===== src/rtl/pdm_pkg.sv =====
// Constants and sizing helpers shared by the PDM playback and capture paths.
package pdm_pkg;

  // Both ends of the link treat a 1 on the PDM wire as positive full scale.
  localparam logic PDM_POS = 1'b1;

  function automatic int fs(input int sample_depth);
    return 1 << (sample_depth - 1);
  endfunction

  function automatic int int_w(input int sample_depth);
    return sample_depth + 4;
  endfunction

  function automatic int sat_lim(input int sample_depth);
    return 1 << (sample_depth + 2);
  endfunction

endpackage


===== src/rtl/pdm_sd2_mod.sv =====
// Second-order sigma-delta modulator: one output bit per bit_stb from a held PCM value.
module pdm_sd2_mod
  import pdm_pkg::*;
#(
  parameter int SAMPLE_DEPTH = 16
) (
  input  logic                    clk,
  input  logic                    rst,
  input  logic                    bit_stb,
  input  logic [SAMPLE_DEPTH-1:0] x,
  output logic                    bit_out
);

  localparam int W  = int_w(SAMPLE_DEPTH);
  localparam int WS = W + 1;
  localparam logic signed [WS-1:0] POS_FS  = WS'(fs(SAMPLE_DEPTH));
  localparam logic signed [WS-1:0] NEG_FS  = -POS_FS;
  localparam logic signed [WS-1:0] POS_LIM = WS'(sat_lim(SAMPLE_DEPTH));
  localparam logic signed [WS-1:0] NEG_LIM = -POS_LIM;

  logic signed [W-1:0]  i1_q, i1_d, i2_q, i2_d;
  logic signed [W-1:0]  i1_n, i2_n;
  logic signed [WS-1:0] x_ext, fb;
  logic                 bit_q, bit_d;

  // Sums are formed one bit wider than the integrators so clamping sees the true value.
  function automatic logic signed [W-1:0] sat(input logic signed [WS-1:0] v);
    logic signed [WS-1:0] c;
    if (v > POS_LIM) c = POS_LIM;
    else if (v < NEG_LIM) c = NEG_LIM;
    else c = v;
    return W'(c);
  endfunction

  always_comb begin
    x_ext = WS'($signed(x));
    fb    = (bit_q == PDM_POS) ? POS_FS : NEG_FS;
    i1_n  = sat(WS'(i1_q) + x_ext - fb);
    i2_n  = sat(WS'(i2_q) + WS'(i1_n) - fb);
    i1_d  = i1_q;
    i2_d  = i2_q;
    bit_d = bit_q;
    if (bit_stb) begin
      i1_d  = i1_n;
      i2_d  = i2_n;
      bit_d = i2_n[W-1] ? ~PDM_POS : PDM_POS;
    end
  end

  always_ff @(posedge clk) begin
    if (rst) begin
      i1_q  <= '0;
      i2_q  <= '0;
      bit_q <= 1'b0;
    end else begin
      i1_q  <= i1_d;
      i2_q  <= i2_d;
      bit_q <= bit_d;
    end
  end

  assign bit_out = bit_q;

endmodule


===== src/rtl/pdm_speaker.sv =====
// PCM-to-PDM transmitter: bit-clock divider, sample-slot counter, one-deep skid buffer
// and the second-order modulator driving pdm_data.
module pdm_speaker
  import pdm_pkg::*;
#(
  parameter int SAMPLE_DEPTH = 16,
  parameter int CLK_DIV      = 2,
  parameter int OSR          = 64
) (
  input  logic                    clk,
  input  logic                    rst,
  input  logic [SAMPLE_DEPTH-1:0] audio_in,
  input  logic                    audio_valid,
  output logic                    audio_ready,
  output logic                    pdm_clk,
  output logic                    pdm_data,
  output logic                    underrun
);

  localparam int DIV_W = $clog2(CLK_DIV);
  localparam int OSR_W = $clog2(OSR);

  logic [DIV_W-1:0]        div_cnt_q, div_cnt_d;
  logic [OSR_W-1:0]        bit_cnt_q, bit_cnt_d;
  logic                    pdm_clk_q, pdm_clk_d;
  logic [SAMPLE_DEPTH-1:0] cur_q, cur_d, nxt_q, nxt_d;
  logic                    nxt_full_q, nxt_full_d;
  logic                    underrun_q, underrun_d;
  logic                    bit_stb, smp_stb, accept;

  always_comb begin
    bit_stb     = (div_cnt_q == DIV_W'(CLK_DIV - 1));
    smp_stb     = bit_stb && (bit_cnt_q == OSR_W'(OSR - 1));
    audio_ready = !nxt_full_q && !rst;
    accept      = audio_valid && audio_ready;

    div_cnt_d = bit_stb ? '0 : div_cnt_q + DIV_W'(1);
    bit_cnt_d = bit_cnt_q;
    if (bit_stb) bit_cnt_d = smp_stb ? '0 : bit_cnt_q + OSR_W'(1);

    // pdm_clk rises with the new data bit, so the receiver samples on the falling edge.
    pdm_clk_d = pdm_clk_q;
    if (bit_stb) pdm_clk_d = 1'b1;
    else if (div_cnt_q == DIV_W'(CLK_DIV / 2 - 1)) pdm_clk_d = 1'b0;

    cur_d      = cur_q;
    nxt_d      = nxt_q;
    nxt_full_d = nxt_full_q;
    underrun_d = smp_stb && !nxt_full_q;
    if (smp_stb && nxt_full_q) begin
      cur_d      = nxt_q;
      nxt_full_d = 1'b0;
    end
    if (accept) begin
      nxt_d      = audio_in;
      nxt_full_d = 1'b1;
    end
  end

  always_ff @(posedge clk) begin
    if (rst) begin
      div_cnt_q  <= '0;
      bit_cnt_q  <= '0;
      pdm_clk_q  <= 1'b0;
      cur_q      <= '0;
      nxt_q      <= '0;
      nxt_full_q <= 1'b0;
      underrun_q <= 1'b0;
    end else begin
      div_cnt_q  <= div_cnt_d;
      bit_cnt_q  <= bit_cnt_d;
      pdm_clk_q  <= pdm_clk_d;
      cur_q      <= cur_d;
      nxt_q      <= nxt_d;
      nxt_full_q <= nxt_full_d;
      underrun_q <= underrun_d;
    end
  end

  pdm_sd2_mod #(
    .SAMPLE_DEPTH(SAMPLE_DEPTH)
  ) u_mod (
    .clk    (clk),
    .rst    (rst),
    .bit_stb(bit_stb),
    .x      (cur_q),
    .bit_out(pdm_data)
  );

  assign pdm_clk  = pdm_clk_q;
  assign underrun = underrun_q;

endmodule


===== config.mk =====
export PLATFORM = sky130hd
export DESIGN_NAME = pdm_speaker
export DESIGN_NICKNAME = d
export VERILOG_FILES = /design/src/rtl/pdm_pkg.sv /design/src/rtl/pdm_sd2_mod.sv /design/src/rtl/pdm_speaker.sv
export SDC_FILE = /design/constraint.sdc
export NUM_CORES = 1
export LEC_CHECK = 0
export ABC_AREA = 1
export BUFFER_PORTS_ARGS = -buffer_cell sky130_fd_sc_hd__clkbuf_2
export CORE_ASPECT_RATIO = 0.6
export CORE_UTILIZATION = 43
export CTS_CLUSTER_SIZE = 12
export DETAILED_ROUTE_END_ITERATION = 8
export GPL_ROUTABILITY_DRIVEN = 0
export PLACE_DENSITY = 0.73
export SETUP_SLACK_MARGIN = 0.4
export SYNTH_ARGS = -nofsm -noshare
export SYNTH_HDL_FRONTEND = slang
export SYNTH_SLANG_ARGS = --single-unit

===== constraint.sdc =====
create_clock -name clk -period 5.49 [get_ports clk]
set_input_delay 0.8235 -clock clk [delete_from_list [all_inputs] [get_ports clk]]
set_output_delay 0.8235 -clock clk [all_outputs]
set_load 0.05 [all_outputs]

======== After elaboration in Yosys (flattened, before gate mapping) ========
Cells that the tools add are included.
storage, ports and cells
  bits in registers ....................... 83
  bits of input ports ..................... 19
  output and inout port bits .............. 4
  logic and storage cells ................. 40
cells by class
  $add $sub $neg .......................... 6
  $lt $le $gt $ge ......................... 4
  equality and inequality tests ........... 1
  mux-type cells .......................... 10
  reductions and logical operators ........ 9
operators with widths
  kind                                                                               number
  20-bit 2-to-1 mux                                                                  4
  21-bit by 20-bit greater-than comparator with 1-bit output, second input constant  2
  21-bit by 19-bit less-than comparator with 1-bit output, second input constant     2
  21-bit subtractor                                                                  2
  20-bit by 16-bit adder with 21-bit output                                          1
  20-bit by 20-bit adder with 21-bit output                                          1
  21-bit 2-to-1 mux                                                                  1
  6-bit by 1-bit adder with 6-bit output, second input constant                      1
  6-bit == test, second input constant                                               1
  6-bit 2-to-1 mux                                                                   1
  1-bit logical AND                                                                  5
  1-bit 2-to-1 mux                                                                   4
  1-bit logical NOT                                                                  2
  2-bit nonzero test                                                                 1
  2-bit OR reduction                                                                 1
  1-bit adder, second input constant                                                 1

======== Logic depth before layout (Yosys ltp) ========
Gate-level depths: netlist of run 1.
  depth in word-level cells ............... 11
  mapped depth ............................ 42
  depth with buffers taken out ............ 40

======== Hierarchy ========
A second synthesis of run 1 with hierarchy kept.
second synthesis, totals
  cell total of the unflattened synthesis .. 1223
  area, all modules ....................... 7377.1 um^2
by module, submodules not included
  module       instances  cells an instance  area each (um^2)  sequential area each (um^2)
  pdm_sd2_mod  1          982                5634.2            820.8
  pdm_speaker  1          241                1742.9            840.8

======== Least setup slack after synthesis of run 1 ========
No wires, ideal clock.
  kind .................................... reg2reg
  start ................................... reg u_mod.bit_q (netlist: u_mod.bit_out)
  end ..................................... reg u_mod.i2_q[6]
  library setup time ...................... 0.058 ns
  arrival time ............................ 5.512 ns
  required time ........................... 5.432 ns
  setup slack ............................. -0.081 ns
  cell stages (with the launch flop) ...... 34
  buffers on the path ..................... 2
  period minus slack after synthesis ...... 5.571 ns
  cell sequence ........................... dfxtp_1 > inv_1 > fa_1 > inv_1 > ha_1 > nand2_1 > nor2_1 > nand2_1 > o21bai_1 > nor2_1 > nand3_1 > nand2_1 > nor2_1 > nand3_1 > nand2_1 > nand2_1 > nand2_2 > buf_2 > nand2_1 > fa_1 > inv_1 > ha_1 > nand2_2 > inv_1 > nand3_1 > nor3_1 > nand2_2 > nand2_4 > xor2_1 > nand3_1 > o21ai_2 > buf_6 > nand3_2 > nand2_1
between the ends
  word-level cells in the longest chain between the ends .. 10
  elaborated cells on any way between the ends .. 12
  classes of those cells .................. 3 x add/sub; 4 x order compare; 5 x mux
RTL lines
  item                                                     RTL line           RTL
  start: declaration                                       pdm_sd2_mod.sv:24  logic bit_q, bit_d;
  start signal: assignment                                 pdm_sd2_mod.sv:58  bit_q <= bit_d;
  21-bit 2-to-1 mux *                                      pdm_sd2_mod.sv:37  fb = (bit_q == PDM_POS) ? POS_FS : NEG_FS;
  21-bit subtractor                                        pdm_sd2_mod.sv:38  i1_n = sat(WS'(i1_q) + x_ext - fb);
  21-bit by 19-bit less-than comparator with 1-bit output  pdm_sd2_mod.sv:30  else if (v < NEG_LIM) c = NEG_LIM;
  20-bit 2-to-1 mux                                        pdm_sd2_mod.sv:30
  20-bit 2-to-1 mux                                        pdm_sd2_mod.sv:29  if (v > POS_LIM) c = POS_LIM;
  20-bit by 20-bit adder with 21-bit output                pdm_sd2_mod.sv:39  i2_n = sat(WS'(i2_q) + WS'(i1_n) - fb);
  21-bit subtractor *                                      pdm_sd2_mod.sv:39
  21-bit by 19-bit less-than comparator with 1-bit output  pdm_sd2_mod.sv:30
  20-bit 2-to-1 mux                                        pdm_sd2_mod.sv:30
  20-bit 2-to-1 mux *                                      pdm_sd2_mod.sv:29
  end signal: assignment                                   pdm_sd2_mod.sv:57  i2_q <= i2_d;
  end: declaration                                         pdm_sd2_mod.sv:21  logic signed [W-1:0] i1_q, i1_d, i2_q, i2_d;
Every way passes the cells marked *; elsewhere a longest branch is shown, timed or not.
A chain may end at the register's enable or synchronous reset.

======== Final worst setup path of run 1 ========
  start ................................... reg cur_q[15]
  end ..................................... reg u_mod.i2_q[10]
between the ends
  word-level cells in the longest chain between the ends .. 10
  elaborated cells on any way between the ends .. 12
  classes of those cells .................. 4 x add/sub; 4 x order compare; 4 x mux
RTL lines
  item                                                     RTL line           RTL
  start: declaration                                       pdm_speaker.sv:26  logic [SAMPLE_DEPTH-1:0] cur_q, cur_d, nxt_q, nxt_d;
  start signal: assignment                                 pdm_speaker.sv:73  cur_q <= cur_d;
  20-bit by 16-bit adder with 21-bit output *              pdm_sd2_mod.sv:38
  21-bit subtractor *                                      pdm_sd2_mod.sv:38
  21-bit by 19-bit less-than comparator with 1-bit output  pdm_sd2_mod.sv:30
  20-bit 2-to-1 mux                                        pdm_sd2_mod.sv:30
  20-bit 2-to-1 mux *                                      pdm_sd2_mod.sv:29
  20-bit by 20-bit adder with 21-bit output *              pdm_sd2_mod.sv:39
  21-bit subtractor *                                      pdm_sd2_mod.sv:39
  21-bit by 19-bit less-than comparator with 1-bit output  pdm_sd2_mod.sv:30
  20-bit 2-to-1 mux                                        pdm_sd2_mod.sv:30
  20-bit 2-to-1 mux *                                      pdm_sd2_mod.sv:29
Marked as above.

==> flow_summary.json, run 1 <==
{
  "wl_per_cell_um": 16.1,
  "setup_violations": 0,
  "use_met3_pct": 6.03,
  "core_area_mm2": 0.0155,
  "cpMostUsedCell": "nand2_1",
  "met2_usage_pct": 31.5,
  "syn_avg_cell_area_um2": 6.31,
  "synth_seq_area_share_pct": 23.9,
  "drt-initial-drc-count": 746,
  "p_clk_share_pct": 13.4,
  "yosysWarnings": 0,
  "vias": 7321,
  "routed_wirelength_um": 22400,
  "placementRows": 35,
  "reg2reg_to": "u_mod.i2_q[10]$_SDFFE_PP0P_",
  "setup.worst_path.start": "cur_q[15]$_SDFFE_PP0P_",
  "ir_drop_mv": 0.539,
  "power.density_mw_per_mm2": 471,
  "critical_path.max_fanout": 8,
  "io_buffers": 22,
  "crit_arrival_ps": 5560,
  "power.leakage_uw": 0.00466,
  "crit_family": "simple AND/OR/NAND/NOR gates",
  "hold_depth": 2,
  "layout-drive-gt1-share_pct": 32.7,
  "ys_seq_elements": 83,
  "fin_crit_sh_pct": 95.9,
  "dp_slack_ps": -239,
  "relSlewSlack_pct": 28.0,
  "synth_cell_types": 42,
  "r2r_slack_ps": 230,
  "slew_violations": 0,
  "hold_viol": 0,
  "grt_use_total_pct": 23.1,
  "chipHeight_um": 100,
  "status": "finished clean",
  "grt.overflow.total": 0,
  "dp.final_hpwl_um": 14100,
  "synthesis.area_mm2": 0.00695,
  "rsz0062_at_grt": "yes",
  "grtUsageMet1_pct": 35.7,
  "hp-start": "u_mod.i2_q[6]$_SDFFE_PP0P_",
  "max_freq_mhz": 190,
  "grt_pass1_wl_um": 30300,
  "via_per_inst": 5.27,
  "cpMaxStageDelayCell": "dfxtp_4",
  "mostFrequentLayoutCell": "nand2_1",
  "drc": 0,
  "cts_num_sinks": 83,
  "cts.clk_slew.worst_paths_ps": 70,
  "clkLatencyLatePin_ps": 350,
  "skew_ps": 12.6,
  "crit_path_end": "u_mod.i2_q[10]$_SDFFE_PP0P_",
  "antenna_cells": 0,
  "syn-num-nets": 1198,
  "grt.busiest_layer": "met1",
  "critPathMaxStageDelay_ps": 370,
  "root_buffer": "clkbuf_16",
  "critPathRequiredTime_ps": 5790,
  "cp.depth": 33,
  "critPathKind": "reg -> reg",
  "antenna_found_initial": 0,
  "layout_setup_ws_ps": 225,
  "ios": 23,
  "min_period_ps": 5260,
  "numCtsBuffers": 9,
  "crit_buf_inv": 5,
  "max_cap_violations": 0,
  "h-tree-depth": 3,
  "r2r_cells": 33,
  "first_global_vias": 6133,
  "power_uw": 4470,
  "hold_path.class": "reg -> reg",
  "first_pass_iters": 6,
  "grt_max_degree": 38,
  "nets": 1278,
  "clockBufferDepth": 2,
  "crit_path_end_kind": "flip-flop",
  "combPwrFrac_pct": 71.9,
  "holdWs_ps": 450,
  "worstSetupStartpointType": "flip-flop",
  "dieArea_mm2": 0.0167,
  "layout_common_cells": "266 x nand2_1, 203 x inv_1, 76 x dfxtp_1",
  "tightest_slew_ps": 1080,
  "netlist_instances": 1100,
  "initial_utilization_pct": 44.7,
  "die_w_um": 166,
  "areaGrowthSynthToFinish_pct": 36.7,
  "p_int_uw": 2350,
  "switching_share_pct": 47.4,
  "ant_nets": 0,
  "power.switching_uw": 2120,
  "power_frac_seq_pct": 14.7,
  "tritoncts": "built",
  "r2r_start": "cur_q[15]$_SDFFE_PP0P_"
}
worst min-delay path by stage:
| stage | to | slack [ps] |
|---|---|---|
| 2_1_floorplan | underrun$_SDFF_PP0_ | 420 |
| 3_3_place_gp | u_mod.i2_q[6]$_SDFFE_PP0P_ | 440 |
| 3_5_place_dp | u_mod.i1_q[1]$_SDFFE_PP0P_ | 440 |
| 4_1_cts | nxt_q[7]$_SDFFE_PP0P_ | 450 |
| 5_1_grt | nxt_q[6]$_SDFFE_PP0P_ | 470 |
| 6_report | u_mod.i2_q[6]$_SDFFE_PP0P_ | 450 |
final cells by class:
cell class                 count  area, µm²
timing repair inverter         1       7.51
sequential                    83       1680
fill                        1291       6050
clock inverter                 6       56.3
multi-input combinational    753       5600
clock buffer                  10        229
tap                          203        254
timing repair buffer          92        762
inverter                     240        908
repair_timing:
| action | CTS | global route |
|---|---|---|
| cloned | 3 | 2 |
| pin swaps | 7 | 90 |
| setup buffers | 4 | 30 |
| hold buffers | 0 | 0 |
| resized for setup | 45 | 262 |
| setup endpoints to repair | 18 | 21 |
power by group through the flow:
stage | sequential (µW) | combinational, µW | clock (µW)
after floorplan | 682 | 1250 | 0
after global placement | 670 | 1680 | 0
after detailed placement | 672 | 1700 | 0
after CTS | 658 | 2200 | 602
after global routing | 659 | 3380 | 637
final | 656 | 3210 | 600
worst min-delay path: stages (launching register included):
cell and delay, ps:
dfxtp_1 310, nand2_1 60, nand2_1 40
stage by stage:
| step | instance area [µm²] | util, % | instances | TNS [ps] |
|---|---|---|---|---|
| 3_5_place_dp | 7440 | 47.8 | 1333 | -3430 |
| 3_3_place_gp | 7440 | 47.8 | 1333 | -2310 |
| 2_1_floorplan | 6950 | - | 1100 | 0 |
| 6_report | 9490 | 61.1 | 1388 | 0 |
| 5_1_grt | 9490 | 61.1 | 1388 | 0 |
| 4_1_cts | 8030 | 51.6 | 1356 | 0 |
layer usage:
metal / wire length, µm / up-vias
li1: - / 3560
met1: 10500 / 3403
met2: 9540 / 320
met3: 2040 / 38
met4: 308 / 0
met5: 0 / -
logic make-up (layout without fill, tap and decap cells):
group | Yosys count | after routing | share of synthesized area (%)
XOR/XNOR | 17 | 17 | 2.36
buffers and inverters | 264 | 349 | 14.9
flip-flops | 83 | 83 | 23.9
AND/OR/NAND/NOR | 521 | 521 | 33.1
AO/OA/AOI/OAI | 136 | 136 | 10.6
adder cells (fa/ha/maj) | 79 | 79 | 15.1
cell usage after synthesis (all sizes together):
master	n	area (µm²)
o21bai	2	15.0
nor3b	1	7.51
nand3	73	425
or2	1	6.26
a21boi	5	37.5
o211ai	1	7.51
xnor2	10	87.6
o2bb2ai	1	8.76
a21o	1	7.51
nand3b	13	97.6
nand4	9	56.3
buf	10	75.1
xor2	7	76.3
nor4	2	12.5
clkbuf	13	48.8
a21oi	76	399
inv	240	901
nor2	58	235
nand2	347	1360
o31ai	1	7.51
o21ai	49	253
and2	5	31.3
fa	8	160
ha	71	888
nor3	12	70.1
dfxtp	83	1660
dlygate4sd1	1	8.76
state kept, by name (all words and copies together), names as in the netlist:
| register | cells |
|---|---|
| u_mod.bit_out | 1 |
| nxt_q | 16 |
| pdm_clk | 1 |
| cur_q | 16 |
| nxt_full_q | 1 |
| bit_stb | 1 |
| underrun | 1 |
| u_mod.i1_q | 20 |
| u_mod.i2_q | 20 |
| bit_cnt_q | 6 |
Power figures use the tool's default switching activity.
==> run 2, diff against run 1 <==
Settings changed: SETUP_SLACK_MARGIN 0.4 to 0.15.
==> run 2 against run 1 <==
Wire length shrank 4.4%. Critical path depth shrank 1. Utilization is 3.8 points lower. Critical path type unchanged. Critical endpoint is now u_mod.i2_q[15]$_SDFFE_PP0P_. Largest cell class unchanged.
==> flow_summary.json, run 2 (synthesis gave the netlist of run 1 again) <==
{
  "power_uw": 4400,
  "crit_path_end_kind": "flip-flop",
  "cpMostUsedCell": "nand2_1",
  "ios": 23,
  "power.density_mw_per_mm2": 494,
  "antenna_found_initial": 1,
  "max_freq_mhz": 189,
  "nets": 1254,
  "top_regs": "u_mod.i1_q x20, u_mod.i2_q x20",
  "cts_hold_buf": 0,
  "antenna_cells": 0,
  "clockBufferDepth": 2,
  "drt-initial-drc-count": 744,
  "skew_ps": 7.74,
  "critPathMaxStageDelay_ps": 490,
  "chipHeight_um": 100,
  "ir_drop_mv": 0.380,
  "initial_utilization_pct": 44.7,
  "layout_common_cells": "287 x nand2_1, 225 x inv_1, 78 x dfxtp_1",
  "power.leakage_uw": 0.00448,
  "status": "finished clean",
  "first_pass_iters": 5,
  "grt.overflow.total": 0,
  "placementRows": 35,
  "stdcell_count": 1364,
  "numCtsBuffers": 9,
  "holdWs_ps": 451,
  "mostFrequentLayoutCell": "nand2_1",
  "die_w_um": 166,
  "placed_cells": 1318,
  "first_global_vias": 5807,
  "worstSetupStartpointType": "flip-flop",
  "dieArea_mm2": 0.0167,
  "vias": 7091,
  "grt_use_total_pct": 22.4,
  "areaGrowthSynthToFinish_pct": 28.3,
  "setup_violations": 0,
  "grt_max_degree": 38,
  "critPathRequiredTime_ps": 5790,
  "via_per_inst": 5.20,
  "crit_arrival_ps": 5600,
  "core_area_mm2": 0.0155,
  "cts_num_sinks": 83,
  "root_buffer": "clkbuf_16",
  "tightest_slew_ps": 1140,
  "tritoncts": "built",
  "routed_wirelength_um": 21400,
  "critical_path.max_fanout": 8,
  "drc": 0,
  "ant_nets": 0,
  "grt_pass1_wl_um": 29300,
  "h-tree-depth": 3,
  "max_cap_violations": 0,
  "seq_area_mm2": 0.00167,
  "io_buffers": 22,
  "critPathKind": "reg -> reg",
  "cpMaxStageDelayCell": "fa_1",
  "hold_path.class": "reg -> reg",
  "wl_per_cell_um": 15.7,
  "fin_crit_sh_pct": 96.6,
  "cts.clk_slew.worst_paths_ps": 70,
  "min_period_ps": 5300,
  "layout_setup_ws_ps": 187,
  "relSlewSlack_pct": 24.2,
  "dp_slack_ps": 89.2,
  "dp.final_hpwl_um": 14300,
  "slew_violations": 0,
  "clkLatencyLatePin_ps": 350,
  "multi_input_area_mm2": 0.00518,
  "hold_viol": 0,
  "fillerInstances": 1410,
  "layout-drive-gt1-share_pct": 25.2
}
run 2: layout make-up:
type / instances / share of cell area, %
multi-input combinational: 754 / 58.2
sequential: 83 / 18.8
tap: 203 / 2.85
timing repair buffer: 68 / 6.49
clock buffer: 9 / 2.53
inverter: 240 / 10.1
clock inverter: 7 / 1.07
run 2: metal layers:
layer	GRT usage, %	share of wire, %	up-vias
met4	4.24	0.91	0
met2	29.3	40	321
met3	4.02	9.7	24
met1	36.5	49	3230
met5	0	0	-
li1	-	-	3516
run 2: per-stage QoR:
step / instance area (µm²) / TNS [ps] / utilization (%)
after detailed placement: 7350 / 0 / 47.3
after global routing: 8910 / -354 / 57.3
after CTS: 7690 / 0 / 49.5
after global placement: 7350 / 0 / 47.3
final: 8910 / 0 / 57.3
after floorplan: 6950 / 0 / -
run 2: worst max-delay path: cells and delay by family, from the launching register on:
family          cells  cell delay [ps]
simple gates       16             1740
fa+ha+maj           4             1340
buf+inv             7              760
compound gates      3              680
xor+xnor            2              370
flops               1              340
run 2: worst paths after layout:
path                                     from  cells after the start                          end  slack [ps]
setup / recovery   u_mod.i1_q[4]$_SDFFE_PP0P_                     32  u_mod.i2_q[15]$_SDFFE_PP0P_         190
setup reg to reg   u_mod.i1_q[4]$_SDFFE_PP0P_                     32  u_mod.i2_q[15]$_SDFFE_PP0P_         190
hold / removal    u_mod.i1_q[16]$_SDFFE_PP0P_                      2  u_mod.i1_q[16]$_SDFFE_PP0P_         450
hold reg to reg   u_mod.i1_q[16]$_SDFFE_PP0P_                      2  u_mod.i1_q[16]$_SDFFE_PP0P_         450
run 2: repair_timing:
| item | 4_1_cts | 5_1_grt |
|---|---|---|
| cloned | 0 | 6 |
| gates resized for setup | 6 | 200 |
| hold endpoints to repair | 0 | 0 |
| endpoints found under the setup margin | 17 | 21 |
| buffers inserted | 0 | 24 |
| pin swaps | 0 | 53 |
run 2: power breakdown:
group / total [µW] / leakage, µW / switching, µW / internal (µW)
Clock: 670 / 0.000157 / 302 / 368
Sequential: 654 / 0.000676 / 18.7 / 635
Combinational: 3070 / 0.00365 / 1770 / 1300
